[config.mk]
export PLATFORM = sky130hd
export DESIGN_NAME = aes128_cipher_core
export DESIGN_NICKNAME = d
export VERILOG_FILES = /design/src/rtl/aes128_type_pkg.sv /design/src/rtl/aes128_sbox.sv /design/src/rtl/aes128_cipher_core.sv
export SDC_FILE = /design/constraint.sdc
export NUM_CORES = 2
export LEC_CHECK = 0
export ABC_AREA = 1
export CAP_MARGIN = 0
export CORE_UTILIZATION = 35
export CTS_CLUSTER_SIZE = 30
export DETAILED_ROUTE_END_ITERATION = 12
export PLACE_DENSITY_LB_ADDON = 0.15
export SLEW_MARGIN = 30
export SYNTH_ARGS = -nofsm -noshare
export SYNTH_HDL_FRONTEND = slang
export SYNTH_SLANG_ARGS = --single-unit
[constraint.sdc]
create_clock -name clk_i -period 2.2 [get_ports clk_i]
set_input_delay 0.22 -clock clk_i [delete_from_list [all_inputs] [get_ports clk_i]]
set_output_delay 0.22 -clock clk_i [all_outputs]
set_load 0.02 [all_outputs]
[src/rtl/aes128_type_pkg.sv]
// Shared AES-128 types and pure transforms used by the cipher core and key expansion.
// Byte 0 of a state is bits [127:120]; bytes run column-major.
package aes128_type_pkg;

    localparam int NUM_ROUNDS = 10;

    typedef logic [3:0]   round_t;
    typedef logic [127:0] aes_state_t;

    typedef enum logic [1:0] {
        IDLE = 2'd0,
        KEY  = 2'd1,
        SUB  = 2'd2,
        DONE = 2'd3
    } cipher_state_e;

    // Forward S-box, entry 0 in the top byte.
    localparam logic [2047:0] SBOX_TABLE = {
        128'h637c777bf26b6fc53001672bfed7ab76, 128'hca82c97dfa5947f0add4a2af9ca472c0,
        128'hb7fd9326363ff7cc34a5e5f171d83115, 128'h04c723c31896059a071280e2eb27b275,
        128'h09832c1a1b6e5aa0523bd6b329e32f84, 128'h53d100ed20fcb15b6acbbe394a4c58cf,
        128'hd0efaafb434d338545f9027f503c9fa8, 128'h51a3408f929d38f5bcb6da2110fff3d2,
        128'hcd0c13ec5f974417c4a77e3d645d1973, 128'h60814fdc222a908846eeb814de5e0bdb,
        128'he0323a0a4906245cc2d3ac629195e479, 128'he7c8376d8dd54ea96c56f4ea657aae08,
        128'hba78252e1ca6b4c6e8dd741f4bbd8b8a, 128'h703eb5664803f60e613557b986c11d9e,
        128'he1f8981169d98e949b1e87e9ce5528df, 128'h8ca1890dbfe6426841992d0fb054bb16
    };

    function automatic logic [7:0] sbox_byte(input logic [7:0] b);
        // ~b is 255-b, so this shifts entry b down into the low byte.
        return 8'(SBOX_TABLE >> {~b, 3'b000});
    endfunction

    function automatic logic [7:0] xtime(input logic [7:0] b);
        return {b[6:0], 1'b0} ^ (b[7] ? 8'h1b : 8'h00);
    endfunction

    function automatic aes_state_t shift_rows(input aes_state_t s);
        return {s[127:120], s[87:80],   s[47:40],  s[7:0],
                s[95:88],   s[55:48],   s[15:8],   s[103:96],
                s[63:56],   s[23:16],   s[111:104], s[71:64],
                s[31:24],   s[119:112], s[79:72],  s[39:32]};
    endfunction

    function automatic logic [31:0] mix_column(input logic [31:0] col);
        logic [7:0] a0, a1, a2, a3;
        a0 = col[31:24];
        a1 = col[23:16];
        a2 = col[15:8];
        a3 = col[7:0];
        return {xtime(a0) ^ xtime(a1) ^ a1 ^ a2 ^ a3,
                a0 ^ xtime(a1) ^ xtime(a2) ^ a2 ^ a3,
                a0 ^ a1 ^ xtime(a2) ^ xtime(a3) ^ a3,
                xtime(a0) ^ a0 ^ a1 ^ a2 ^ xtime(a3)};
    endfunction

    function automatic aes_state_t mix_columns(input aes_state_t s);
        return {mix_column(s[127:96]), mix_column(s[95:64]),
                mix_column(s[63:32]),  mix_column(s[31:0])};
    endfunction

endpackage

[src/rtl/aes128_sbox.sv]
// Single-byte combinational AES forward S-box.
module aes128_sbox
    import aes128_type_pkg::*;
(
    input  logic [7:0] plain_byte,
    output logic [7:0] sub_byte
);

    assign sub_byte = sbox_byte(plain_byte);

endmodule

[src/rtl/aes128_cipher_core.sv]
// Iterative AES-128 encryption: AddRoundKey / ShiftRows / MixColumns per key,
// SubBytes serialised over SBOX_LANES S-boxes between keys.
module aes128_cipher_core
    import aes128_type_pkg::*;
#(
    parameter int SBOX_LANES = 16
) (
    input  logic         clk_i,
    input  logic         rst_n_i,
    input  logic         start_i,
    input  logic [127:0] data_i,
    input  logic [127:0] round_key_i,
    input  logic         key_valid_i,
    output logic         key_req_o,
    output logic [127:0] data_o,
    output logic         valid_o,
    output logic         busy_o
);

    localparam int GROUPS = 16 / SBOX_LANES;
    localparam int CNT_W  = (GROUPS > 1) ? $clog2(GROUPS) : 1;
    localparam round_t LAST_ROUND = round_t'(NUM_ROUNDS);
    localparam logic [CNT_W-1:0] LAST_GROUP = CNT_W'(GROUPS - 1);

    if (!(SBOX_LANES == 1 || SBOX_LANES == 2 || SBOX_LANES == 4 ||
          SBOX_LANES == 8 || SBOX_LANES == 16)) begin : g_bad_lanes
        $fatal(1, "aes128_cipher_core: SBOX_LANES must be 1, 2, 4, 8 or 16");
    end

    cipher_state_e    fsm;
    aes_state_t       st;
    round_t           round;
    logic [CNT_W-1:0] byte_cnt;

    logic [7:0] st_bytes [16];
    logic [7:0] lane_in  [SBOX_LANES];
    logic [7:0] lane_out [SBOX_LANES];
    logic [3:0] grp_base;
    aes_state_t sub_state;
    aes_state_t key_mix;

    assign grp_base = 4'(int'(byte_cnt) * SBOX_LANES);

    for (genvar g = 0; g < 16; g++) begin : g_bytes
        assign st_bytes[g] = st[127 - 8*g -: 8];
        assign sub_state[127 - 8*g -: 8] = (byte_cnt == CNT_W'(g / SBOX_LANES))
                                         ? lane_out[g % SBOX_LANES] : st_bytes[g];
    end

    for (genvar l = 0; l < SBOX_LANES; l++) begin : g_lanes
        assign lane_in[l] = st_bytes[grp_base + 4'(l)];
        aes128_sbox u_sbox (
            .plain_byte (lane_in[l]),
            .sub_byte   (lane_out[l])
        );
    end

    // SubBytes of the previous round has already been applied in SUB, so the
    // key step only needs the linear layer for the round being closed.
    always_comb begin
        if (round == '0) begin
            key_mix = st ^ round_key_i;
        end else if (round == LAST_ROUND) begin
            key_mix = shift_rows(st) ^ round_key_i;
        end else begin
            key_mix = mix_columns(shift_rows(st)) ^ round_key_i;
        end
    end

    // Key handshake: round_key_i is taken on any KEY-state edge with key_valid_i
    // high; key_req_o pulses the cycle after to ask for the next key. SUB always
    // separates two KEY samples, so a lingering valid is never reused.
    always_ff @(posedge clk_i or negedge rst_n_i) begin
        if (!rst_n_i) begin
            fsm       <= IDLE;
            st        <= '0;
            round     <= '0;
            byte_cnt  <= '0;
            key_req_o <= 1'b0;
            valid_o   <= 1'b0;
            busy_o    <= 1'b0;
            data_o    <= '0;
        end else begin
            key_req_o <= 1'b0;
            valid_o   <= 1'b0;
            case (fsm)
                IDLE: begin
                    if (start_i) begin
                        st     <= data_i;
                        round  <= '0;
                        busy_o <= 1'b1;
                        fsm    <= KEY;
                    end
                end
                KEY: begin
                    if (key_valid_i) begin
                        st <= key_mix;
                        if (round == LAST_ROUND) begin
                            data_o  <= key_mix;
                            valid_o <= 1'b1;
                            fsm     <= DONE;
                        end else begin
                            key_req_o <= 1'b1;
                            round     <= round + 4'd1;
                            byte_cnt  <= '0;
                            fsm       <= SUB;
                        end
                    end
                end
                SUB: begin
                    st <= sub_state;
                    if (byte_cnt == LAST_GROUP) begin
                        fsm <= KEY;
                    end else begin
                        byte_cnt <= byte_cnt + 1'b1;
                    end
                end
                DONE: begin
                    busy_o <= 1'b0;
                    fsm    <= IDLE;
                end
                default: fsm <= IDLE;
            endcase
        end
    end

endmodule

After elaboration in Yosys (flattened, before gate mapping)

Index checks and enable logic that the tools add are counted.

Flip-flop bits (word level): 266
Logic and storage cells: 203
Output and inout bits: 131

Shift operators: 16
Add/sub/neg operators: 2
Bitwise logic cells: 99
Mux-type cells: 58
Equal/unequal tests: 8
Reduce and logical (&&, ||, !) cells: 12

Operators by type and width:

| cell                    | number |
|---|---|
| $shr 2047x11->8 const A | 16 |
| $xor 8x8->8             | 66 |
| $mux 128                | 4 |
| $pmux 128 s3            | 1 |
| $xor 128x128->128       | 3 |
| $mux 8                  | 16 |
| $not 8->8               | 16 |
| $xor 8x5->8             | 14 |
| $mux 5                  | 16 |
| $mux 4                  | 3 |
| $mux 1                  | 11 |
| $reduce_and 3->1        | 3 |
| $ne 2x2->1 const B      | 4 |
| $pmux 2 s4              | 1 |
| $pmux 4 s2              | 1 |
| $reduce_and 4->1        | 2 |
| $mux 2                  | 3 |
| $reduce_bool 2->1       | 3 |
| $add 4x1->4 const B     | 1 |
| $eq 2x2->1 const B      | 2 |
| $eq 4x4->1 const B      | 1 |
| $logic_not 4->1         | 1 |
| $pmux 1 s2              | 2 |
| $reduce_bool 3->1       | 1 |
| 4 further kinds         | 4 |

Depth between registers and ports, before layout

Depth in word-level cells: 11
Gate-level depth with buffers: 18

Modules after synthesis

From an unflattened synthesis, not the netlist that was laid out.

Cells, all modules: 14391
Area, all modules: 71637.5 sq um

By module, submodules not included:

| module             | area each (sq um) | seq. area each (sq um) | instances | cells each |
|---|---|---|---|---|
| aes128_sbox        | 2927.8            | 0.0                    | 16        | 632 |
| aes128_cipher_core | 24792.5           | 6631.4                 | 1         | 4279 |

Worst setup path before layout

No wires, ideal clock.

Path kind: reg2reg
Start: reg st[9]
End: reg st[13]
Cell stages (with the launch flop): 16
Data arrival time: 2.276 ns
Setup slack: -0.192 ns
Path buffers: 0
Library setup time: 0.116 ns
Data required time: 2.084 ns
Cells stage by stage: dfrtp_1 > clkinv_1 > ha_1 > inv_1 > nand2_1 > nand2_1 > o21ai_0 > nand2_1 > nand2_1 > nand2_1 > nand2_1 > nand3_1 > nand3_1 > nand3_1 > nand2_1 > nand2_1

Cells in the longest elaborated chain, start to end: 4

RTL lines:

| item                   | RTL line                  | RTL |
|---|---|---|
| from (decl)            | aes128_cipher_core.sv:31  | `aes_state_t st;` |
| from (signal assigned) | aes128_cipher_core.sv:89  | `st <= data_i;` |
| from (signal assigned) | aes128_cipher_core.sv:97  | `st <= key_mix;` |
| from (signal assigned) | aes128_cipher_core.sv:111 | `st <= sub_state;` |
| $not 8->8              | aes128_type_pkg.sv:31     | `return 8'(SBOX_TABLE >> {~b, 3'b000});` |
| $shr 2047x11->8        | aes128_type_pkg.sv:31     |  |
| $mux 8                 | aes128_cipher_core.sv:47  | `? lane_out[g % SBOX_LANES] : st_bytes[g];` |
| $pmux 128 s3           | aes128_cipher_core.sv:86  | `case (fsm)` |

Every way passes these cells. The select of a mux whose other input is x is not followed.
A chain may end at the register's enable or synchronous reset.

Worst setup path after layout

Start: reg fsm[0]
End: reg st[37]

Cells in the longest elaborated chain, start to end: 3

RTL lines:

| item                                                      | RTL line                  | RTL |
|---|---|---|
| from (decl)                                               | aes128_cipher_core.sv:30  | `cipher_state_e fsm;` |
| from (signal assigned)                                    | aes128_cipher_core.sv:75  | `fsm <= IDLE;` |
| from (signal assigned)                                    | aes128_cipher_core.sv:92  | `fsm <= KEY;` |
| from (signal assigned)                                    | aes128_cipher_core.sv:101 | `fsm <= DONE;` |
| $eq 2x2->1, or another cell as far along                  | aes128_cipher_core.sv:86  |  |
| $ne 2x2->1 (no line) or $reduce_bool 3->1 (tied branches) | --                        |  |
| $reduce_and 4->1 (no line)                                | --                        |  |

Several ways; a longest one is shown, not always the timed one.

==> reports/qor.tcl <==
set qor(maxSlewHeadroom_pct) 36.4
set qor(layout_common_cells) {nand2_1 (4382), nand3_1 (3043), buf_4 (2530), nor2_1 (745), inv_1 (626)}
set qor(synth_seq_area_share_pct) 9.73
set qor(maxCapViolCount) 0
set qor(die_area_mm2) 0.196
set qor(fmaxAchievable_mhz) 394
set qor(tritoncts) {done}
set qor(clk_latency_ns) 0.69
set qor(htree_levels) 2
set qor(violations) {setup timing}
set qor(placement_rows) 161
set qor(share_of_post_route_cells_with_drive_strength_above_1_pct) 31.6
set qor(cpPeakStageDelay_ns) 0.67
set qor(detailedPlace.worstSlack_ns) -0.616
set qor(finalSetupViolations) 27
set qor(worst_clock_skew_ns) 0.0451
set qor(worstMarginPinSlew_ns) 0.950
set qor(dr.pass1.iters) 10
set qor(drtIter0Drc) 15975
set qor(die_height_um) 443
set qor(place_inst) 18311
set qor(critical_path.cell_chain) {buf_4, ha_4, inv_1, o21ai_1, nor2_1, buf_4, inv_16, buf_12, nor2_1, nand2_1, nand2_1}
set qor(syn_area_per_cell_um2) 5.06
set qor(dp_hpwl_mm) 370
set qor(number_of_enable_type_register_cells_in_the_synthesized_netlist) 0
set qor(class_of_the_tightest_hold_or_removal_check) {input pin to asynchronous set/reset pin}
set qor(report.final.hold_viol_count) 0
set qor(timing.critical_path.from_type) {register}
set qor(area.growth.synth_to_final_pct) 57.8
set qor(wl_per_cell_um) 25.7
set qor(critical_path.reg2reg.endpoint) {st[37]}
set qor(grt_max_degree) 68
set qor(grt_remaining_overflow) 0
set qor(layout.filler_cells) 20253
set qor(tritoncts.num_buffers) 44
set qor(worst_ep_required_time_ns) 2.80
set qor(timing.setup.critical_path_class) {register to register}
set qor(final_number_of_max_transition_violations) 0
set qor(grt_first_pass_wirelength_mm) 680
set qor(timing.critical_path.to_type) {register}
set qor(postRouteAntennaNets) 0
set qor(coreArea_mm2) 0.193
set qor(start_util_pct) 35.3
set qor(ff_latch_area_mm2) 0.00671
set qor(postRouteWirelength_mm) 478
set qor(asyncSetResetFlopFracSynth_pct) 100
set qor(die_w_um) 443
set qor(port_buffers) 390
set qor(rsz0062_at_grt) {true}
set qor(period_share_pct) 115
set qor(regToRegSetupSlack_ns) -0.34
set qor(antenna_found_initial) 22
set qor(synthesis.instances) 13468
set qor(worstSetupStartpoint) {fsm[0]}
set qor(r2r_cells) 11
set qor(run_status) {complete, but fails checks}
set qor(clock_tree_buf_depth) 3
set qor(setup_tns_ns) -0.833
set qor(multi_input_comb_area_mm2) 0.0613
set qor(synth_nets) 13959
set qor(detailroute.via_count) 111126
set qor(detail_route.vias_per_cell) 5.98
set qor(gp_routability_congestion) 1.14
set qor(top_level_ports) 391
set qor(critical_path.max_fanout) 19
set qor(first_global_vias) 101030
set qor(worstSetupEndpoint) {st[37]}
set qor(worstReg2RegStart) {fsm[0]}
set qor(post_synthesis_cell_area_mm2) 0.0681
set qor(finalCoreUtilization_pct) 55.7
set qor(clock_sinks) 265
set qor(layout.cells.most_common) {nand2_1}
set qor(drc) 0
set qor(ys_ff_latch) 265
set qor(cts_root_buffer) {clkbuf_16}
set qor(timing.final.ws_setup_ns) -0.337
set qor(clkSlewWorstSetupHoldPaths_ns) 0.06
set qor(min_clock_period_post_route_ns) 2.54
set qor(yosysUniqueCellTypes) 46
set qor(synth_top_flop_cell) {dfrtp_1}
set qor(grtUsageTotal_pct) 45.6
set qor(data_arrival_critical_path_ns) 3.14
set qor(nets) 16505
set qor(stdcell_count) 18585
set qor(ys.warnings.count) 0
set qor(critPathSlowestCell) {nor2_1}
## registers in the layout, indices dropped and copies added (netlist names)
signal     count
round          4
valid_o        1
key_req_o      1
busy_o         1
fsm            2
st           128
data_o       128
## stage by stage
stage | hold WS (ns) | instance area (um2)
2_1_floorplan | -0.0756 | 68100
3_3_place_gp | 0.199 | 95000
3_5_place_dp | 0.202 | 95000
4_1_cts | 0.0620 | 99300
5_1_grt | 0.0907 | 107000
6_report | 0.0763 | 108000
## logic make-up (layout without fill, tap and decap cells)
| kind of cell | after synthesis | in the layout | synth area share [%] |
|---|---|---|---|
| AO/OA/AOI/OAI | 1402 | 1402 | 11.7 |
| XOR/XNOR | 158 | 158 | 2.05 |
| adder cells (fa/ha/maj) | 231 | 231 | 4.24 |
| buffers and inverters | 1810 | 4392 | 11.9 |
| flip-flops | 265 | 265 | 9.73 |
| other | 0 | 9 | 0 |
| AND/OR/NAND/NOR | 9602 | 9602 | 60.4 |
## per-layer routing
metal | track usage (%) | vias to the layer above | share of wire (%)
met4 | 30.6 | 26 | 8.4
met2 | 66.6 | 8286 | 41
met3 | 10.6 | 1973 | 12
met5 | 0 | - | 0.044
met1 | 59.2 | 50978 | 38
li1 | - | 49863 | -
## worst min path at each step
stage,cells after the start,end
4_1_cts,2,st[97]
2_1_floorplan,0,busy_o
3_3_place_gp,1,st[48]
3_5_place_dp,1,st[97]
6_report,2,st[48]
5_1_grt,2,st[48]
## worst max-delay path: cells and delay by family (launching register included)
family | cells | cell delay, ns
adder cells (fa/ha/maj) | 1 | 0.16
AO/OA/AOI/OAI | 1 | 0.11
AND/OR/NAND/NOR | 4 | 0.99
buffers and inverters | 5 | 0.76
flip-flops | 1 | 0.38
## Yosys cell counts (76+ instances only)
cell / instances / area, um2
clkbuf_1: 207 / 777
nor2_1: 910 / 3420
xnor2_1: 80 / 701
nand2_1: 4896 / 18400
inv_1: 790 / 2970
o21ai_0: 508 / 2540
nand4_1: 80 / 500
xor2_1: 76 / 666
buf_4: 124 / 931
o211ai_1: 323 / 2420
ha_1: 231 / 2890
buf_1: 121 / 454
nand3_1: 3554 / 17800
buf_2: 440 / 2200
dfrtp_1: 265 / 6630
a21oi_1: 433 / 2170
## area by class of cell
cell class                 instances  area share, %
multi-input combinational      11393           57.0
timing repair buffer            3431           29.1
sequential                       265           6.24
inverter                         879           3.26
tap                             2526           2.94
clock buffer                      60           1.15
clock inverter                    22          0.242
antenna                            9         0.0210
## timing repair
item                                    CTS  global route
buffers inserted                         52           130
cloned                                    2            10
endpoints found under the setup margin  182           252
hold buffers                              1             0
gates resized for setup                 663          1943
pin swaps                                77           513
hold endpoints to repair                167             0
Power is not shown: default switching activity piles up to over one toggle a cycle in this logic, so the estimate is an artifact.
